--- config.mk ---
export PLATFORM = sky130hd
export DESIGN_NAME = imm_ext_pipe
export DESIGN_NICKNAME = d
export VERILOG_FILES = /design/src/rtl/imm_ext_pipe.sv
export SDC_FILE = /design/constraint.sdc
export NUM_CORES = 1
export LEC_CHECK = 0
export ABC_CLOCK_PERIOD_IN_PS = 1500
export BUFFER_PORTS_ARGS = -buffer_cell sky130_fd_sc_hd__buf_2
export CELL_PAD_IN_SITES_DETAIL_PLACEMENT = 0
export CELL_PAD_IN_SITES_GLOBAL_PLACEMENT = 1
export CORE_MARGIN = 4
export CORE_UTILIZATION = 38
export CTS_BUF_LIST = sky130_fd_sc_hd__clkbuf_16
export CTS_CLUSTER_DIAMETER = 30
export DETAILED_ROUTE_END_ITERATION = 10
export GPL_TIMING_DRIVEN = 0
export PLACE_DENSITY_LB_ADDON = 0.1
export SLEW_MARGIN = 40
export SYNTH_ARGS = -nofsm -noshare
export SYNTH_HDL_FRONTEND = slang
export SYNTH_SLANG_ARGS = --single-unit
export TNS_END_PERCENT = 10
--- constraint.sdc ---
create_clock -name clk -period 1.5 [get_ports clk]
set_input_delay 0.45 -clock clk [delete_from_list [all_inputs] [get_ports clk]]
set_output_delay 0.45 -clock clk [all_outputs]
set_load 0.05 [all_outputs]
--- src/rtl/imm_ext_pipe.sv ---
// Decode-stage immediate generator (I/S/B/J/U/zimm) feeding a DEPTH-entry in-order
// valid/ready buffer with synchronous flush and an illegal-format flag.
module imm_ext_pipe #(
    parameter int XLEN  = 32,
    parameter int DEPTH = 2
) (
    input  logic            clk,
    input  logic            rst_n,
    input  logic            in_valid,
    output logic            in_ready,
    input  logic [24:0]     instr,
    input  logic [2:0]      immsrc,
    input  logic            flush,
    output logic            out_valid,
    input  logic            out_ready,
    output logic [XLEN-1:0] out_imm,
    output logic            out_illegal
);
    localparam int PW = (DEPTH > 1) ? $clog2(DEPTH) : 1;
    localparam int CW = $clog2(DEPTH + 1);

    typedef struct packed {
        logic            ill;
        logic [XLEN-1:0] imm;
    } entry_t;

    entry_t          r_mem [DEPTH];
    logic [PW-1:0]   r_rd_ptr, r_wr_ptr;
    logic [CW-1:0]   r_count;
    logic            r_in_ready;

    logic [31:0]     w_imm32;
    entry_t          w_ent;
    logic            w_push, w_pop;
    logic [CW-1:0]   w_cnt_nxt;

    function automatic logic [PW-1:0] ptr_inc(input logic [PW-1:0] p);
        return (p == PW'(DEPTH - 1)) ? '0 : p + 1'b1;
    endfunction

    // instr holds instruction bits [31:7], so instruction bit k lives at instr[k-7]
    always_comb begin
        w_imm32 = '0;
        w_ent   = '0;
        case (immsrc)
            3'b000:  w_imm32 = {{20{instr[24]}}, instr[24:13]};
            3'b001:  w_imm32 = {{20{instr[24]}}, instr[24:18], instr[4:0]};
            3'b010:  w_imm32 = {{19{instr[24]}}, instr[24], instr[0], instr[23:18], instr[4:1], 1'b0};
            3'b011:  w_imm32 = {{11{instr[24]}}, instr[24], instr[12:5], instr[13], instr[23:14], 1'b0};
            3'b100:  w_imm32 = {instr[24:5], 12'b0};
            default: w_imm32 = '0;
        endcase
        w_ent.imm = XLEN'($signed(w_imm32));
        if (immsrc == 3'b101)
            w_ent.imm = XLEN'(instr[12:8]);
        if (immsrc[2:1] == 2'b11) begin
            w_ent.imm = '0;
            w_ent.ill = 1'b1;
        end
    end

    assign out_valid = (r_count != '0);
    assign in_ready  = r_in_ready;
    assign w_push    = in_valid && r_in_ready;
    assign w_pop     = out_valid && out_ready;

    always_comb begin
        w_cnt_nxt = r_count;
        case ({w_push, w_pop})
            2'b10:   w_cnt_nxt = r_count + 1'b1;
            2'b01:   w_cnt_nxt = r_count - 1'b1;
            default: w_cnt_nxt = r_count;
        endcase
    end

    // Stale entries stay in r_mem after a pop/flush; outputs are gated by count instead.
    assign out_imm     = out_valid ? r_mem[r_rd_ptr].imm : '0;
    assign out_illegal = out_valid ? r_mem[r_rd_ptr].ill : 1'b0;

    always_ff @(posedge clk or negedge rst_n) begin
        if (!rst_n) begin
            for (int i = 0; i < DEPTH; i++) r_mem[i] <= '0;
            r_rd_ptr   <= '0;
            r_wr_ptr   <= '0;
            r_count    <= '0;
            r_in_ready <= 1'b1;
        end else if (flush) begin
            r_rd_ptr   <= '0;
            r_wr_ptr   <= '0;
            r_count    <= '0;
            r_in_ready <= 1'b1;
        end else begin
            if (w_push) begin
                r_mem[r_wr_ptr] <= w_ent;
                r_wr_ptr        <= ptr_inc(r_wr_ptr);
            end
            if (w_pop)
                r_rd_ptr <= ptr_inc(r_rd_ptr);
            r_count    <= w_cnt_nxt;
            r_in_ready <= (w_cnt_nxt != CW'(DEPTH));
        end
    end
endmodule
==> results of run 1 <==
-- registers in the layout, indices dropped and copies added, names as in the netlist --
signal / flops
r_rd_ptr: 1
in_ready: 1
r_wr_ptr: 1
r_mem: 66
r_count: 2
-- cell usage in the layout, fill, tap and decap left out, drive strengths merged --
cell and count:
inv 4, a211oi 1, o21bai 1, or3 1
clkbuf 20, nor4bb 1, nand4bb 1, and4b 1
o31ai 4, dfrtp 70, o21ai 41, dlygate4sd3 1
mux2i 33, nor2b 4, a21oi 12, xor2 3
nand2 49, nor2 63, clkinv 3, dfstp 1
a31oi 40, nand2b 7, clkinvlp 2, ha 1
nand4b 1, bufinv 1, a22oi 5, nor3b 3
and3b 1, xnor2 1, buf 96, mux2 9
a21o 1
-- synth_stat cells, drive strengths merged --
cell     instances
mux2i           33
dfstp            1
nand4bb          1
xnor2            1
mux2             9
nand2           49
a31oi           40
and3b            1
or3              1
and4b            1
buf             23
o21ai           41
a21o             1
nor3b            3
clkinv           1
ha               1
a211oi           1
o21bai           1
nand2b           7
xor2             3
nor2b            4
nor4bb           1
clkbuf           9
a22oi            5
nand4b           1
inv              2
o31ai            4
a21oi           12
dfrtp           70
nor2            63
-- per-stage QoR --
stage / power (W) / hold slack (ns) / TNS (ns) / util [%] / std cells
CTS: 0.0122 / 0.402 / -15.91 / 56.8 / 605
floorplan: 0.00739 / 0.154 / -2.38 / - / 390
global route: 0.0136 / 0.404 / -17.91 / 60.2 / 611
global placement: 0.00842 / 0.461 / -52.04 / 47.8 / 584
finish: 0.0129 / 0.396 / -14.90 / 60.2 / 611
detailed placement: 0.00851 / 0.351 / -19.45 / 48.0 / 585
-- area by class of cell --
class                   count  area, um^2  area share, %
inverters                   3        11.3          0.202
clock buffers               9         225           4.05
plain buffers              32         335           6.03
clock inverters             7        66.3           1.19
well taps                 129         161           2.90
flip-flops and latches     71        1780           32.1
multi-input cells         284        2260           40.7
repair buffers             76         717           12.9
-- per-layer routing --
metal,wire length [um],GRT usage [%],part of all wire (%)
met1,5260,30.5,48
met3,472,4.65,4.3
met2,5050,30.4,46
met4,120,3.61,1.1
met5,0,0,0
-- repair_timing --
| action | CTS | global route |
|---|---|---|
| hold endpoints to repair | 4 | 0 |
| setup endpoints to repair | 77 | 92 |
| pin swaps | 2 | 2 |
| setup buffers | 2 | 3 |
| gates cloned | 1 | 3 |
| gates resized for setup | 115 | 65 |
| hold buffers | 1 | 0 |
-- critical path, cell delays in order (launching register included) --
cell,delay (ns)
dfrtp_1,0.39
buf_12,0.16
clkbuf_16,0.18
mux2i_4,0.20
nor2_4,0.13
buf_8,0.16
-- how the worst max path moves through the flow --
stage | startpoint | to | slack, ns | cells after the start
final | r_rd_ptr | out_imm[11] | -0.50 | 5
after CTS | r_rd_ptr | out_imm[14] | -0.51 | 5
after global routing | r_rd_ptr | out_imm[11] | -0.56 | 5
after detailed placement | r_rd_ptr | out_imm[1] | -0.40 | 5
after floorplan | r_rd_ptr | out_imm[0] | -0.19 | 3
after global placement | rst_n | r_count[1] | -0.49 | 1
-- cell families (layout without fill, tap and decap cells) --
group                      count (synthesis)  in the layout  share of synthesized area, %
and+or+nand+nor                          132            132                          16.1
AOI/OAI and AO/OA                        105            105                          16.7
DFF                                       71             71                          49.1
muxes                                     42             42                          11.9
buffers and inverters                     35            127                          4.87
xor gates and xnor gates                   4              4                         0.967
adders and majority gates                  1              1                         0.345
-- power breakdown --
part           internal [W]  total [W]  switching [W]
Clock               0.00127    0.00210       0.000826
Combinational       0.00329    0.00728        0.00399
Sequential          0.00277    0.00356       0.000791
==> qor.csv, run 1 <==
stage,metric,value,unit
status,status,finished with violations,
status,failing checks,negative setup slack,
synthesis,register area share after synthesis,49.1,%
synthesis,Post-Syn Area,3620,um^2
global_routing,GRT Overall Usage,20.3,%
detailed_routing,ANT nets after route,0,
layout,share of layout cells above drive strength 1,42.3,%
detailed_routing,Pre-antenna DRT Iters,4,
synthesis,syn_nets,424,
worst_setup_path,critical path type,flip-flop to primary output,
synthesis,Synth Instances,390,
detailed_routing,DR iter-0 viols,166,
die,Top Ports,68,
pwr,worst vdd rail ir drop,0.00128,V
sta,Final Hold Viols,0,
clocking,clk buf depth,2,
worst_setup_path,FF-to-FF End,in_ready,
synthesis,syn_area_per_cell,9.29,um^2
worst_setup_path,CP Capture Type,primary output,
hold_path,Hold Crit Start,flush,
clocking,CTS Sinks,71,
sta,Worst Slack Setup Final,-0.496,ns
flow_run,# Max-Cap Violations,0,
die,FP Rows,35,
sta,Rel. slew slack,62.2,%
die,die footprint,11200,um^2
global_routing,initial antenna violation count,0,
hold_path,Hold Crit Class,input port to flip-flop,
layout,Layout area overhead,53.6,%
worst_setup_path,Crit Path Max Fanout,9,
sta,Slew @ Worst Pin,0.565,ns
detailed_routing,drt wl/cell,17.8,um
place,dpl ws,-0.397,ns
worst_setup_path,R2R cell count,4,
die,core box area,9240,um^2
layout,Nets,511,
worst_setup_path,worst endpoint required time,1.05,ns
detailed_routing,final WL,10.9,mm
sta,Max Clock Skew,0.00455,ns
sta,final setup violating endpoints,37,
synthesis,Ys Warns,0,
worst_setup_path,Startpoint Class,flip-flop,
clocking,worst-skew pair later-pin latency,0.33,ns
clocking,cts bufs inserted,9,
die,Die X,106,um
layout,Fill cells,798,
detailed_routing,post-DR vias/cell,5.33,
place,IO buf count,65,
synthesis,synthesized flop and latch total,71,
clocking,TritonCTS clock tree,built,
pwr,Leakage Power,2.24,nW
hold_path,Hold Path Sink,r_count[1],
global_routing,largest net degree at the start of global routing,42,
sta,Max Clock Freq,501,MHz
pwr,P per Cell Area,2330,nW/um^2
die,Starting Density,39.2,%
synthesis,leading area contributor after synthesis,dfrtp_1,
layout,Final Instance Area,5570,um^2
worst_setup_path,r2r setup slk,-0.09,ns
detailed_routing,number of vias in the routed layout,3257,
clocking,clock root buffer,clkbuf_16,
sta,RSZ-0062 raised after global routing,yes,
worst_setup_path,reg2reg start,in_ready,
die,Die Y,106,um
synthesis,count of cell types in the netlist,35,
hold_path,Hold Path Depth,2,
global_routing,vias in the first global route,3264,
synthesis,post-synth top area share,48.4,%
global_routing,overflow left after global routing,0,
detailed_routing,DRC violations left,0,
clocking,Worst-path clk slew,0.05,ns
worst_setup_path,CP Data Arrival Time,1.55,ns
sta,period utilisation layout,133,%
clocking,H-tree level count,3,
place,GP Congestion,0.785,
sta,fin. max-slew vios,0,
synthesis,Area contributors post-synth,"dfrtp_1 (48%), mux2i_1 (9.1%), a31oi_1 (6.9%), nor2_1 (6.5%), o21ai_0 (5.7%)",
place,Final HPWL DP,7.31,mm
place,placed inst area,4440,um^2
global_routing,global-route wire length before repair,17.8,mm
sta,clock period minus worst slack,2.00,ns
layout,ant diodes,0,
No activity file was read; power rests on OpenSTA's default activity.
==> run 2: changes to the inputs <==
--- a/config.mk
+++ b/config.mk
@@ -5,18 +5,18 @@
 export SDC_FILE = /design/constraint.sdc
 export NUM_CORES = 1
 export LEC_CHECK = 0
-export ABC_CLOCK_PERIOD_IN_PS = 1500
+export ABC_CLOCK_PERIOD_IN_PS = 2500
 export BUFFER_PORTS_ARGS = -buffer_cell sky130_fd_sc_hd__buf_2
 export CELL_PAD_IN_SITES_DETAIL_PLACEMENT = 0
 export CELL_PAD_IN_SITES_GLOBAL_PLACEMENT = 1
 export CORE_MARGIN = 4
-export CORE_UTILIZATION = 38
+export CORE_UTILIZATION = 45
 export CTS_BUF_LIST = sky130_fd_sc_hd__clkbuf_16
 export CTS_CLUSTER_DIAMETER = 30
 export DETAILED_ROUTE_END_ITERATION = 10
 export GPL_TIMING_DRIVEN = 0
 export PLACE_DENSITY_LB_ADDON = 0.1
-export SLEW_MARGIN = 40
+export SLEW_MARGIN = 20
 export SYNTH_ARGS = -nofsm -noshare
 export SYNTH_HDL_FRONTEND = slang
 export SYNTH_SLANG_ARGS = --single-unit
==> constraint.sdc (replaced) <==
create_clock -name clk -period 2.5 [get_ports clk]
set_input_delay 0.75 -clock clk [delete_from_list [all_inputs] [get_ports clk]]
set_output_delay 0.75 -clock clk [all_outputs]
set_load 0.05 [all_outputs]
==> run 2 against run 1 <==
Effect of this change:
- the run now ends clean
- cell area down 20%
- non-clock buffer count down 10
- routed wire length down 11%
- final cell count down 6.1%
- critical endpoint is now out_imm[28]
==> qor.csv, run 2 (synthesis gave the netlist of run 1 again) <==
stage,metric,value,unit,change
pwr,total design power,0.00595,W,-54%
layout,ant diodes,0,,unchanged
worst_setup_path,Startpoint Class,flip-flop,,
detailed_routing,number of vias in the routed layout,3162,,-2.9%
place,placed inst area,4100,um^2,-7.7%
place,dpl ws,0.00825,ns,+0.406 ns
layout,Largest regs,"r_mem x66, r_count x2",,
global_routing,GRT Overall Usage,21.1,%,+0.78 points
worst_setup_path,critical path type,flip-flop to primary output,,
global_routing,overflow left after global routing,0,,unchanged
worst_setup_path,worst-path cell chain,nor2_2 > buf_2 > nor2_1 > buf_2,,
die,Starting Density,46.6,%,+7.4 points
die,Die Y,97.7,um,-7.5%
detailed_routing,post-DR vias/cell,5.51,,+3.3%
status,status,"complete, no violations",,
worst_setup_path,CP Data Arrival Time,1.67,ns,+0.12 ns
pwr,power share of the combinational group,43.3,%,-13 points
pwr,Sw Share,42.9,%,-0.45 points
layout,Largest register FFs,66,,unchanged
layout,Biggest register,r_mem,,
global_routing,initial antenna violation count,0,,unchanged
sta,Slew @ Worst Pin,0.570,ns,+0.00559 ns
sta,Rel. slew slack,62.0,%,-0.21 points
detailed_routing,DRC violations left,0,,unchanged
clocking,clock root buffer,clkbuf_16,,
place,DP Cell Count,558,,-4.6%
pwr,Internal,0.00340,W,-54%
pwr,part of the power in the clock network,24.4,%,+8.2 points
die,Top Ports,68,,unchanged
worst_setup_path,Crit Path Max Fanout,10,,+1
worst_setup_path,CP Capture Type,primary output,,
detailed_routing,drt wl/cell,17.0,um,-4.8%
place,IO buf count,65,,unchanged
clocking,Worst-path clk slew,0.06,ns,about the same
global_routing,global-route wire length before repair,16.2,mm,-9.2%
die,Die X,97.7,um,-7.5%
sta,fin. max-slew vios,0,,unchanged
layout,Nets,501,,-2.0%
sta,final setup violating endpoints,0,,-100%
detailed_routing,ANT nets after route,0,,unchanged
worst_setup_path,Worst Path Buf+Inv,2,,-1
clocking,worst-skew pair later-pin latency,0.33,ns,about the same
die,FP Rows,32,,-8.6%
sta,Worst Slack Setup Final,0.0793,ns,+0.575 ns
layout,share of layout cells above drive strength 1,25.0,%,-17 points
layout,most frequent cells in the layout,"buf_2 (82), dfrtp_1 (70), nor2_1 (62)",,
clocking,clk buf depth,2,,unchanged
layout,Final Instance Area,4450,um^2,-20%
clocking,TritonCTS clock tree,built,,
clocking,cts bufs inserted,9,,unchanged
clocking,CTS Sinks,71,,unchanged
sta,clock period minus worst slack,2.42,ns,
layout,Layout area overhead,22.8,%,
worst_setup_path,"slowest stage delay, CP",0.42,ns,+0.03 ns
place,Final HPWL DP,6.91,mm,-5.5%
worst_setup_path,worst endpoint required time,1.75,ns,+0.70 ns
place,GP Congestion,0.818,,+4.2%
die,die footprint,9550,um^2,-14%
global_routing,vias in the first global route,3194,,-2.1%
sta,Max Clock Skew,0.00273,ns,-0.00183 ns
pwr,Leakage Power,2.03,nW,-9.2%
sta,Max Clock Freq,413,MHz,
worst_setup_path,"Slowest-stage cell, CP",dfrtp_1,,
hold_path,Hold Crit Class,input port to asynchronous set/reset pin,,
layout,fin cells,574,,-6.1%
sta,Final Hold Viols,0,,unchanged
detailed_routing,Pre-antenna DRT Iters,4,,unchanged
pwr,worst vdd rail ir drop,0.000563,V,-56%
pwr,sequential power share,32.2,%,+4.7 points
sta,RSZ-0062 raised after global routing,yes,,
flow_run,# Max-Cap Violations,0,,unchanged
pwr,Switch Pwr,0.00255,W,-54%
clocking,H-tree level count,3,,unchanged
pwr,P per Cell Area,1340,nW/um^2,-42%
sta,period utilisation layout,96.8,%,
global_routing,largest net degree at the start of global routing,40,,-4.8%
worst_setup_path,"most used cell, CP",buf_2,,
die,core box area,7770,um^2,-16%
detailed_routing,final WL,9.75,mm,-11%
layout,"commonest non-fill, non-tap cell in the layout",buf_2,,
detailed_routing,DR iter-0 viols,158,,-4.8%
worst_setup_path,crit-path leading delay family,buffers and inverters,,
==> run 2: timing repair <==
action                     in CTS  in global routing
buffers inserted                0                  0
hold buffers                    0                  0
pin swaps                       0                  0
setup endpoints to repair      31                 28
resized for setup               6                  5
cloned                          0                  0
==> run 2: final cells by class <==
cell class	count	area, um^2
buffer	32	176
clock buffer	9	225
clock inverter	7	111
fill	748	3320
inverter	3	11.3
multi-input combinational	284	1670
sequential	71	1780
tap	102	128
timing repair buffer	66	348
==> run 2: power groups by stage <==
stage,Sequential (W),Clock (W),Combinational (W)
finish,0.00192,0.00145,0.00258
global route,0.00198,0.00152,0.00281
CTS,0.00192,0.00146,0.00260
detailed placement,0.00194,0,0.00258
global placement,0.00191,0,0.00254
floorplan,0.00189,0,0.00197
==> run 2: worst paths after layout <==
kind	startpoint	slack, ns	end	cells past startpoint
worst max-delay path	r_count[0]	0.08	out_imm[28]	4
worst min-delay path	rst_n	0.36	r_mem[10]	1
worst max register to register	r_count[0]	0.80	in_ready	5
worst min register to register	r_mem[44]	0.48	r_mem[44]	2
max in group asynchronous	rst_n	1.59	r_rd_ptr	2
min in group clk	r_mem[44]	0.48	r_mem[44]	2
==> run 2: per-stage QoR <==
stage               hold WS [ns]  setup TNS [ns]  utilization (%)
floorplan                  0.448               0                -
global placement           0.461               0             52.5
detailed placement         0.468               0             52.8
CTS                        0.381               0             57.2
global route               0.398         -0.0208             57.3
finish                     0.361               0             57.3
==> run 2: per-layer routing <==
layer | vias up | track usage (%) | share of wire (%)
li1 | 1519 | - | -
met5 | - | 0 | 0
met3 | 12 | 3.73 | 4.9
met4 | 0 | 6.28 | 1.1
met2 | 81 | 32.7 | 46
met1 | 1550 | 30.4 | 48
